File: src/rtl/key_debounce_pkg.sv
// Shared constants for the key debouncer: per-channel FSM state encodings
// and the counter-width helper used by every channel.
package key_debounce_pkg;

    localparam logic [1:0] ST_IDLE         = 2'd0;
    localparam logic [1:0] ST_WAIT_PRESS   = 2'd1;
    localparam logic [1:0] ST_PRESSED      = 2'd2;
    localparam logic [1:0] ST_WAIT_RELEASE = 2'd3;

    // Width able to hold the largest of the three cycle counts without wrapping.
    function automatic int cnt_width(input int db_cycles, input int rep_delay, input int rep_period);
        int max_v;
        max_v = db_cycles;
        if (rep_delay > max_v) begin
            max_v = rep_delay;
        end else begin
            max_v = max_v;
        end
        if (rep_period > max_v) begin
            max_v = rep_period;
        end else begin
            max_v = max_v;
        end
        return $clog2(max_v + 32'sd1);
    endfunction

endpackage

File: src/rtl/key_debounce_ch.sv
// One debounced key channel: 2-flop synchronizer, press/release debounce FSM,
// and an auto-repeat generator active while the key is held.
module key_debounce_ch
    import key_debounce_pkg::*;
#(
    parameter int KEY_ACTIVE_LOW = 1,
    parameter int DB_CYCLES      = 250000,
    parameter int REPEAT_DELAY   = 6250000,
    parameter int REPEAT_PERIOD  = 1250000
) (
    input  logic clk_i,
    input  logic rst_i,
    input  logic key_i,
    output logic level_o,
    output logic press_tick_o,
    output logic release_tick_o,
    output logic repeat_tick_o
);

    localparam int CNT_W = cnt_width(DB_CYCLES, REPEAT_DELAY, REPEAT_PERIOD);

    localparam logic [CNT_W-1:0] CNT_ZERO  = CNT_W'(0);
    localparam logic [CNT_W-1:0] CNT_ONE   = CNT_W'(1);
    localparam logic [CNT_W-1:0] DB_LAST   = CNT_W'(DB_CYCLES - 1);
    localparam logic [CNT_W-1:0] REP_FIRST = CNT_W'((REPEAT_DELAY > 0) ? (REPEAT_DELAY - 1) : 0);
    localparam logic [CNT_W-1:0] REP_NEXT  = CNT_W'(REPEAT_PERIOD - 1);
    localparam logic             REPEAT_EN = (REPEAT_DELAY != 0);
    localparam logic             INVERT    = (KEY_ACTIVE_LOW != 0);

    // The polarity flip is a single inverter ahead of the synchronizer so that
    // the cleared synchronizer value (0) always means "not pressed".
    logic             key_norm_s;
    logic [1:0]       sync_q;
    logic             pressed_s;

    logic [1:0]       state_q,     state_d;
    logic [CNT_W-1:0] db_cnt_q,    db_cnt_d;
    logic [CNT_W-1:0] rep_cnt_q,   rep_cnt_d;
    logic             rep_phase_q, rep_phase_d;   // 0: waiting first delay, 1: periodic
    logic             level_q,     level_d;
    logic             press_q,     press_d;
    logic             release_q,   release_d;
    logic             repeat_q,    repeat_d;
    logic [CNT_W-1:0] rep_target_s;

    assign key_norm_s   = key_i ^ INVERT;
    assign pressed_s    = sync_q[1];
    assign rep_target_s = rep_phase_q ? REP_NEXT : REP_FIRST;

    // Two-flop synchronizer for the asynchronous pushbutton.
    always_ff @(posedge clk_i) begin
        if (rst_i) begin
            sync_q <= 2'b00;
        end else begin
            sync_q <= {sync_q[0], key_norm_s};
        end
    end

    // Next-state logic for the debounce FSM, both counters and the tick outputs.
    always_comb begin
        state_d     = state_q;
        db_cnt_d    = db_cnt_q;
        rep_cnt_d   = rep_cnt_q;
        rep_phase_d = rep_phase_q;
        level_d     = level_q;
        press_d     = 1'b0;
        release_d   = 1'b0;
        repeat_d    = 1'b0;
        case (state_q)
            ST_IDLE: begin
                if (pressed_s) begin
                    state_d  = ST_WAIT_PRESS;
                    db_cnt_d = CNT_ZERO;
                end else begin
                    state_d  = ST_IDLE;
                end
            end
            ST_WAIT_PRESS: begin
                if (!pressed_s) begin
                    state_d  = ST_IDLE;
                    db_cnt_d = CNT_ZERO;
                end else if (db_cnt_q == DB_LAST) begin
                    state_d     = ST_PRESSED;
                    level_d     = 1'b1;
                    press_d     = 1'b1;
                    rep_cnt_d   = CNT_ZERO;
                    rep_phase_d = 1'b0;
                end else begin
                    db_cnt_d = db_cnt_q + CNT_ONE;
                end
            end
            ST_PRESSED: begin
                if (!pressed_s) begin
                    state_d  = ST_WAIT_RELEASE;
                    db_cnt_d = CNT_ZERO;
                end else if (REPEAT_EN) begin
                    if (rep_cnt_q == rep_target_s) begin
                        repeat_d    = 1'b1;
                        rep_cnt_d   = CNT_ZERO;
                        rep_phase_d = 1'b1;
                    end else begin
                        rep_cnt_d = rep_cnt_q + CNT_ONE;
                    end
                end else begin
                    rep_cnt_d = rep_cnt_q;
                end
            end
            ST_WAIT_RELEASE: begin
                // Repeat counter holds here so a bounce resumes the cadence.
                if (pressed_s) begin
                    state_d = ST_PRESSED;
                end else if (db_cnt_q == DB_LAST) begin
                    state_d   = ST_IDLE;
                    level_d   = 1'b0;
                    release_d = 1'b1;
                end else begin
                    db_cnt_d = db_cnt_q + CNT_ONE;
                end
            end
            default: begin
                state_d = ST_IDLE;
                level_d = 1'b0;
            end
        endcase
    end

    // State, counter and registered-output update with synchronous reset.
    always_ff @(posedge clk_i) begin
        if (rst_i) begin
            state_q     <= ST_IDLE;
            db_cnt_q    <= CNT_ZERO;
            rep_cnt_q   <= CNT_ZERO;
            rep_phase_q <= 1'b0;
            level_q     <= 1'b0;
            press_q     <= 1'b0;
            release_q   <= 1'b0;
            repeat_q    <= 1'b0;
        end else begin
            state_q     <= state_d;
            db_cnt_q    <= db_cnt_d;
            rep_cnt_q   <= rep_cnt_d;
            rep_phase_q <= rep_phase_d;
            level_q     <= level_d;
            press_q     <= press_d;
            release_q   <= release_d;
            repeat_q    <= repeat_d;
        end
    end

    assign level_o        = level_q;
    assign press_tick_o   = press_q;
    assign release_tick_o = release_q;
    assign repeat_tick_o  = repeat_q;

endmodule

File: src/rtl/key_debounce.sv
// Multi-key debouncer: one independent key_debounce_ch per raw key input.
module key_debounce
    import key_debounce_pkg::*;
#(
    parameter int N_KEYS         = 2,
    parameter int KEY_ACTIVE_LOW = 1,
    parameter int DB_CYCLES      = 250000,
    parameter int REPEAT_DELAY   = 6250000,
    parameter int REPEAT_PERIOD  = 1250000
) (
    input  logic              clk,
    input  logic              rst,
    input  logic [N_KEYS-1:0] key,
    output logic [N_KEYS-1:0] level,
    output logic [N_KEYS-1:0] press_tick,
    output logic [N_KEYS-1:0] release_tick,
    output logic [N_KEYS-1:0] repeat_tick
);

    for (genvar gi = 0; gi < N_KEYS; gi++) begin : g_ch
        key_debounce_ch #(
            .KEY_ACTIVE_LOW (KEY_ACTIVE_LOW),
            .DB_CYCLES      (DB_CYCLES),
            .REPEAT_DELAY   (REPEAT_DELAY),
            .REPEAT_PERIOD  (REPEAT_PERIOD)
        ) u_ch (
            .clk_i          (clk),
            .rst_i          (rst),
            .key_i          (key[gi]),
            .level_o        (level[gi]),
            .press_tick_o   (press_tick[gi]),
            .release_tick_o (release_tick[gi]),
            .repeat_tick_o  (repeat_tick[gi])
        );
    end

endmodule
File: config.mk
export PLATFORM = sky130hd
export DESIGN_NAME = key_debounce
export DESIGN_NICKNAME = d
export VERILOG_FILES = /design/src/rtl/key_debounce_pkg.sv /design/src/rtl/key_debounce_ch.sv /design/src/rtl/key_debounce.sv
export SDC_FILE = /design/constraint.sdc
export NUM_CORES = 1
export LEC_CHECK = 0
export CAP_MARGIN = 0
export CORE_MARGIN = 2
export CORE_UTILIZATION = 55
export DETAILED_ROUTE_END_ITERATION = 8
export DONT_BUFFER_PORTS = 1
export MAX_ROUTING_LAYER = met4
export PLACE_DENSITY = 0.7
export SLEW_MARGIN = 20
export SYNTH_ARGS = -nofsm -noshare
export SYNTH_HDL_FRONTEND = slang
export SYNTH_SLANG_ARGS = --single-unit
File: constraint.sdc
create_clock -name clk -period 5.9 [get_ports clk]
set_input_delay 1.77 -clock clk [delete_from_list [all_inputs] [get_ports clk]]
set_output_delay 1.77 -clock clk [all_outputs]
set_load 0.03 [all_outputs]
==> results of run 1 <==
[stage by stage]
stage | instances | hold WS (ns) | utilization (%) | area [sq um] | power [mW]
final | 840 | 0.443 | 58.8 | 6070 | 1.31
after detailed placement | 824 | 0.433 | 56.6 | 5840 | 0.803
after floorplan | 728 | 0.414 | - | 5840 | 0.799
after CTS | 840 | 0.450 | 58.8 | 6070 | 1.32
after global routing | 840 | 0.461 | 58.8 | 6070 | 1.36
after global placement | 824 | 0.420 | 56.6 | 5840 | 0.803
[cell usage in the layout, fill, tap and decap left out, types with 4 or more instances in the layout]
cell	n
nand3_1	34
a31oi_1	12
or3_1	38
or4_1	22
xnor2_1	12
and4_1	10
dfxtp_1	110
o21ai_1	5
nor4b_1	8
and3_1	17
or2_2	5
and2_1	10
o31ai_1	19
nor3_1	25
nand2b_1	6
o21ai_0	46
nor2b_1	4
xor2_1	4
nor2_1	39
clkbuf_8	12
o211ai_1	5
ha_1	4
nor4_1	8
nand4_1	27
inv_1	13
nand2_1	64
a311oi_1	7
nand3b_1	4
a21oi_1	67
buf_4	5
o41ai_1	6
[how the worst min path moves through the flow]
| stage | endpoint | start | slack [ns] |
|---|---|---|---|
| floorplan | g_ch[0].u_ch.sync_q[1] | g_ch[0].u_ch.sync_q[0] | 0.41 |
| detailed placement | g_ch[0].u_ch.sync_q[1] | g_ch[0].u_ch.sync_q[0] | 0.43 |
| global route | g_ch[0].u_ch.sync_q[1] | g_ch[0].u_ch.sync_q[0] | 0.46 |
| CTS | g_ch[0].u_ch.sync_q[1] | g_ch[0].u_ch.sync_q[0] | 0.45 |
| finish | g_ch[0].u_ch.sync_q[1] | g_ch[0].u_ch.sync_q[0] | 0.44 |
| global placement | g_ch[0].u_ch.sync_q[1] | g_ch[0].u_ch.sync_q[0] | 0.42 |
[cell type report]
type | instances | area, sq um
Multi-Input combinational cell | 560 | 3380
Tap cell | 136 | 170
Clock buffer | 13 | 169
Timing Repair Buffer | 5 | 37.5
Sequential cell | 110 | 2200
Fill cell | 994 | 4250
Inverter | 13 | 48.8
Clock inverter | 3 | 65.1
[flip-flops by register name (all words and copies together) (netlist names), named ones only]
register,cells
g_ch.u_ch.db_cnt_q,46
g_ch.u_ch.level_o,2
g_ch.u_ch.press_tick_o,2
g_ch.u_ch.rep_cnt_q,46
g_ch.u_ch.repeat_tick_o,2
g_ch.u_ch.release_tick_o,2
g_ch.u_ch.state_q,2
g_ch.u_ch.sync_q,4
g_ch.u_ch.rep_phase_q,2
[metal layers]
metal	vias up	wire length [microns]
li1	2715	-
met1	2584	6120
met2	118	6510
met3	18	562
met4	0	199
met5	-	0
[cell families after synthesis]
logic type	Yosys count	share of synthesized area, %
AOI/OAI and AO/OA	200	21.3
DFF	110	37.7
and+or+nand+nor	337	32.8
buffers and inverters	58	4.39
muxes	3	0.514
xor gates and xnor gates	16	2.40
adders and majority gates	4	0.857
[report_power, final]
part / switching [mW] / total (mW) / internal [mW] / leakage (nW)
Sequential: 0.00833 / 0.754 / 0.746 / 0.887
Combinational: 0.0226 / 0.0318 / 0.00924 / 0.733
Clock: 0.248 / 0.522 / 0.274 / 0.120
[worst reg2reg max path: cells and delay by family (launching register included)]
kind,cells,cell delay [ns]
simple gates,3,1.67
compound gates,2,0.48
flops,1,0.39
==> results.md, run 1 <==
- Status: finished, final reports clean
- CTS Root Cell: clkbuf_8
- Worst Tran Pin Value: approximately 0.89 ns
- Full die area: between 10000 and 15000 sq um
- CP Max Fanout: 3
- Final WL: ~13000 microns
- Endpoints failing hold: 0
- Initial antenna violation count: 0
- Critical path class: flip-flop to output pin
- Port bufs: 0
- Critical path depth in cells: 0
- Setup-failing EPs final: 0
- Cell Area, Synth: roughly 5800 sq um
- Synth top area share: a little under two fifths
- R2R cell count: 5
- VDD IR-drop max: approximately 0.17 mV
- CTS Sinks: 110
- DR vias/cell: 6.47
- Skew final: 0.0141 ns
- GRT Resource Usage Total: 24.9%
- CP Capture Type: output pin
- Asr flop ratio synth: 0%
- First-pass GRT wire length: roughly 23000 microns
- Grt met1 use: between 30% and 40%
- TritonRoute pass-1 iters: 4
- Global route overflow: 0
- Routability cong.: between 0.9 and 1
- Fmax achieved: between 300 and 400 MHz
- IO Pins: 12
- Clk_lat worst skew: 0.38 ns
- Mapped Nets: 736
- Commonest register cell after synthesis: dfxtp_1
- DRT antenna net count: 0
- Worst hold-check path type: flip-flop to flip-flop
- Synth top area cells: dfxtp_1, a21oi_1, nand2_1
- CTS tree: built
- Synth Instances: between 700 and 800
- Number of synthesized flops with an enable pin: 0
- Iter 0 DRT Violations: between 300 and 400
- Post-CTS resize count: 0
- Max Cap Viol: 0
- Arrival @ worst endpoint: between 0.9 and 1 ns
- RSZ-0062 raised after global routing: no
- Crit path from: g_ch[0].u_ch.level_o
- FF-to-FF Start: g_ch[1].u_ch.db_cnt_q[4]
- H-tree depth: 3
- Pre-CTS setup slack: between 3 and 4 ns
- Critical Path RT: 4.13 ns
- Ant. Diodes: 0
- Busiest layer in global routing: met2
- Hold path depth: 1
- Die H: 107 microns
- DPL Wire Length: 9240 microns
- P&R area growth vs syn: 4.07%
- Final period util: 46.5%
- GR Util met2: between 40% and 50%
- Clock transition at the registers of the reported paths: 0.10 ns
- Vias: around 5400
- Reg-to-reg endpoint: g_ch[1].u_ch.rep_cnt_q[19]
- Nets: 707
- Yosys Warn Count: 0
- Clk buf depth: 2
- Max transition margin: 40.1%
- Vias in the first global route: around 5000
- Flops & latches, synth: 110
- Met3 GRT Util: 4.19%
- DRC: 0
- R2r setup slk: around 3.3 ns
- Starting Density: 56.5%
- Die width: ~110 microns
- Final worst path period need: ~2.7 ns
- Avg WL per Cell: between 15 and 20 microns
- # hold bufs at CTS: 0
- Startpoint types: flip-flop
- Syn_area_per_cell: 8.02 sq um
- Row count: 37
- Fin. max-slew vios: 0
- Worst Setup EP: level[0]
- Largest area contributor in the netlist: dfxtp_1
- Most frequent cell after synthesis: dfxtp_1
- TritonCTS buffer count: 9
- Synth cell types: 60
- PnR worst setup slack: around 3.2 ns
- Total negative slack: 0 ns
- Core ar.: between 10000 and 15000 sq um
- Commonest cells in the netlist: dfxtp_1, a21oi_1, nand2_1, o21ai_0, nor2_1
- Register area share after synthesis: ~38%
- Layout cells sized above 1: approximately 5.5%
- Leakage: 1.74 nW
- Post-CTS setup buffers: 0
- Largest net degree at the start of global routing: 43
- Power Density: 215 nW/um^2
Power figures use the tool's default switching activity.
==> run 2, diff against run 1 <==
--- a/config.mk
+++ b/config.mk
@@ -11,7 +11,7 @@
 export DETAILED_ROUTE_END_ITERATION = 8
 export DONT_BUFFER_PORTS = 1
 export MAX_ROUTING_LAYER = met4
-export PLACE_DENSITY = 0.7
+export PLACE_DENSITY = 0.73
 export SLEW_MARGIN = 20
 export SYNTH_ARGS = -nofsm -noshare
 export SYNTH_HDL_FRONTEND = slang
==> constraint.sdc (replaced) <==
create_clock -name clk -period 2.5 [get_ports clk]
set_input_delay 0.75 -clock clk [delete_from_list [all_inputs] [get_ports clk]]
set_output_delay 0.75 -clock clk [all_outputs]
set_load 0.03 [all_outputs]
==> results.md, run 2 (synthesized netlist as in run 1, its figures left out) <==
- Grt met1 use: 31.7% (was 30.9%)
- Fin. max-slew vios: 0 (unchanged)
- Port bufs: 0 (unchanged)
- PnR worst setup slack: 0.0691 ns (was 3.16 ns)
- Ant. Diodes: 0 (unchanged)
- Worst path max stage delay: approximately 0.54 ns
- Largest net degree at the start of global routing: 37 (was 43)
- Hold Worst Slack: 0.422 ns (was 0.443 ns)
- Max Cap Viol: 0 (unchanged)
- Arrival @ worst endpoint: 2.75 ns (was 0.97 ns)
- IO Pins: 12 (unchanged)
- GR Util met2: 43.2% (was 41.5%)
- Clk buf depth: 2 (unchanged)
- Top flop regs: g_ch.u_ch.db_cnt_q x46, g_ch.u_ch.rep_cnt_q x46, g_ch.u_ch.sync_q x4 (unchanged)
- RSZ-0062 raised after global routing: no (unchanged)
- Startpoint types: flip-flop (unchanged)
- Clk_lat worst skew: 0.38 ns (about the same)
- Commonest non-fill, non-tap cell in the layout: dfxtp_1 (unchanged)
- Vias in the first global route: 5319 (was 4997)
- Fin cells: 874 (was 840)
- Avg WL per Cell: 16.1 microns (was 15.9 microns)
- Crit path from: g_ch[1].u_ch.db_cnt_q[10] (was g_ch[0].u_ch.level_o)
- Vias: 5644 (was 5435)
- GRT Resource Usage Total: 26.2% (was 24.9%)
- DRC: 0 (unchanged)
- Worst path slowest cell: or4_4
- Met3 GRT Util: 5.59% (was 4.19%)
- Endpoints failing hold: 0 (unchanged)
- Starting Density: 56.5% (unchanged)
- Final WL: 14100 microns (was 13400 microns)
- Inst Count DP: 856 (was 824)
- Max transition margin: 51.1% (was 40.1%)
- Initial antenna violation count: 0 (unchanged)
- Area post-placement: 6080 sq um (was 5840 sq um)
- TritonRoute pass-1 iters: 6 (was 4)
- Critical path class: flip-flop to flip-flop (was flip-flop to output pin)
- Nets: 743 (was 707)
- Leakage: 1.87 nW (was 1.74 nW)
- Die H: 107 microns (unchanged)
- Register Area: 2200 sq um (unchanged)
- VDD IR-drop max: 0.358 mV (was 0.165 mV)
- Skew final: 0.0124 ns (was 0.0141 ns)
- Most frequent cells in the layout: dfxtp_1, a21oi_1, nand2_1, o21ai_0, nor2_1 (unchanged)
- Status: finished, final reports clean (unchanged)
- Worst hold-check path type: primary input to flip-flop (was flip-flop to flip-flop)
- FF-to-FF Start: g_ch[1].u_ch.db_cnt_q[10] (was g_ch[1].u_ch.db_cnt_q[4])
- First-pass GRT wire length: 24100 microns (was 23100 microns)
- Core ar.: 10300 sq um (unchanged)
- Pre-CTS setup slack: -0.0128 ns (was 3.11 ns)
- DPL Wire Length: 9660 microns (was 9240 microns)
- CP Max Fanout: 8 (was 3)
- DRT antenna net count: 0 (unchanged)
- CTS Sinks: 110 (unchanged)
- TritonCTS buffer count: 9 (unchanged)
- CP dominant cell by count: or4_4
- Fmax achieved: approximately 410 MHz
- Cells along the critical path: or4_4, or4_4, o21a_4, buf_2, or3_1, a21oi_1
- HP Start: key[0] (was g_ch[0].u_ch.sync_q[0])
- Final worst path period need: approximately 2.4 ns
- Full die area: 11500 sq um (unchanged)
- Setup-failing EPs final: 0 (unchanged)
- DR vias/cell: 6.46 (was 6.47)
- Clock transition at the registers of the reported paths: 0.10 ns (about the same)
- H-tree depth: 3 (unchanged)
- # hold bufs at CTS: 0 (unchanged)
- Die width: 107 microns (unchanged)
- Layout fillers: 937 (was 994)
- Final period util: between 90% and 100%
- CP Capture Type: flip-flop (was output pin)
- Final Util: 60.9% (was 58.8%)
- Layout cells sized above 1: 10.2% (was 5.54%)
- P&R area growth vs syn: 7.74% (was 4.07%)
- Busiest layer in global routing: met2 (unchanged)
- Multi-input gate area: 3420 sq um (was 3380 sq um)
- Power Density: 448 nW/um^2 (was 215 nW/um^2)
- Worst Tran Pin Value: 0.729 ns (was 0.892 ns)
- Critical Path RT: 2.81 ns (was 4.13 ns)
- Global route overflow: 0 (unchanged)
- Row count: 37 (unchanged)
- Design area: 6290 sq um (was 6070 sq um)
- Routability cong.: 0.910 (was 0.917)
- CTS Root Cell: clkbuf_8 (unchanged)
- CTS tree: built (unchanged)
- Iter 0 DRT Violations: 422 (was 346)
run 2: changes by cell type in the layout (fill, tap and decap cells not counted), sizes merged:
cell,delta
o21a,+2
bufinv,-2
buf,+34
clkinv,+1
clkbuf,-1
run 2: final timing paths:
path              slack, ns  depth (start not counted)                        end
setup / recovery       0.07                          6  g_ch[1].u_ch.rep_cnt_q[4]
hold / removal         0.42                          1     g_ch[0].u_ch.sync_q[0]
setup reg to reg       0.07                          6  g_ch[1].u_ch.rep_cnt_q[4]
hold reg to reg        0.45                          1     g_ch[0].u_ch.sync_q[1]
run 2: metrics by stage:
stage	power [mW]	setup TNS, ns
final	2.82	0
after CTS	2.84	0
after floorplan	1.89	0
after detailed placement	1.91	-0.0128
after global placement	1.90	0
after global routing	2.93	0
run 2: power breakdown:
group          total [mW]  leakage, nW  switching (mW)  internal [mW]
logic              0.0920        0.900          0.0607         0.0312
clock network       0.947       0.0821           0.569          0.378
registers            1.78        0.887          0.0161           1.76
total                2.82         1.87           0.646           2.17
run 2: cell type report:
cell class,count,area share (%)
Multi-Input combinational cell,562,54.4
Clock inverter,2,0.159
Sequential cell,110,35.0
Tap cell,136,2.71
Clock buffer,12,2.31
Timing Repair Buffer,39,4.62
Inverter,13,0.776
run 2: layer usage:
layer | vias up | part of all wire (%)
li1 | 2786 | -
met1 | 2656 | 46
met2 | 168 | 47
met3 | 34 | 5.0
met4 | 0 | 2.1
met5 | - | 0
run 2: critical path, delay by kind of cell, from the launching register on:
kind | cells | cell delay (ns)
buffers and inverters | 1 | 0.18
flip-flops | 1 | 0.36
AND/OR/NAND/NOR | 3 | 1.43
AO/OA/AOI/OAI | 2 | 0.40
run 2: timing repair:
action | in CTS | in global routing
pin swaps | 1 | 2
endpoints found under the setup margin | 2 | 36
buffers inserted | 2 | 0
gates resized for setup | 0 | 4
gates cloned | 1 | 1
==> run 3, diff against run 2 <==
--- a/config.mk
+++ b/config.mk
@@ -5,11 +5,13 @@
 export SDC_FILE = /design/constraint.sdc
 export NUM_CORES = 1
 export LEC_CHECK = 0
+export ABC_CLOCK_PERIOD_IN_PS = 2500
 export CAP_MARGIN = 0
 export CORE_MARGIN = 2
 export CORE_UTILIZATION = 55
 export DETAILED_ROUTE_END_ITERATION = 8
 export DONT_BUFFER_PORTS = 1
+export HOLD_SLACK_MARGIN = 0.1
 export MAX_ROUTING_LAYER = met4
 export PLACE_DENSITY = 0.73
 export SLEW_MARGIN = 20
==> results of run 3 <==
The final DEF is identical to that of run 2; final timing and power are the same.
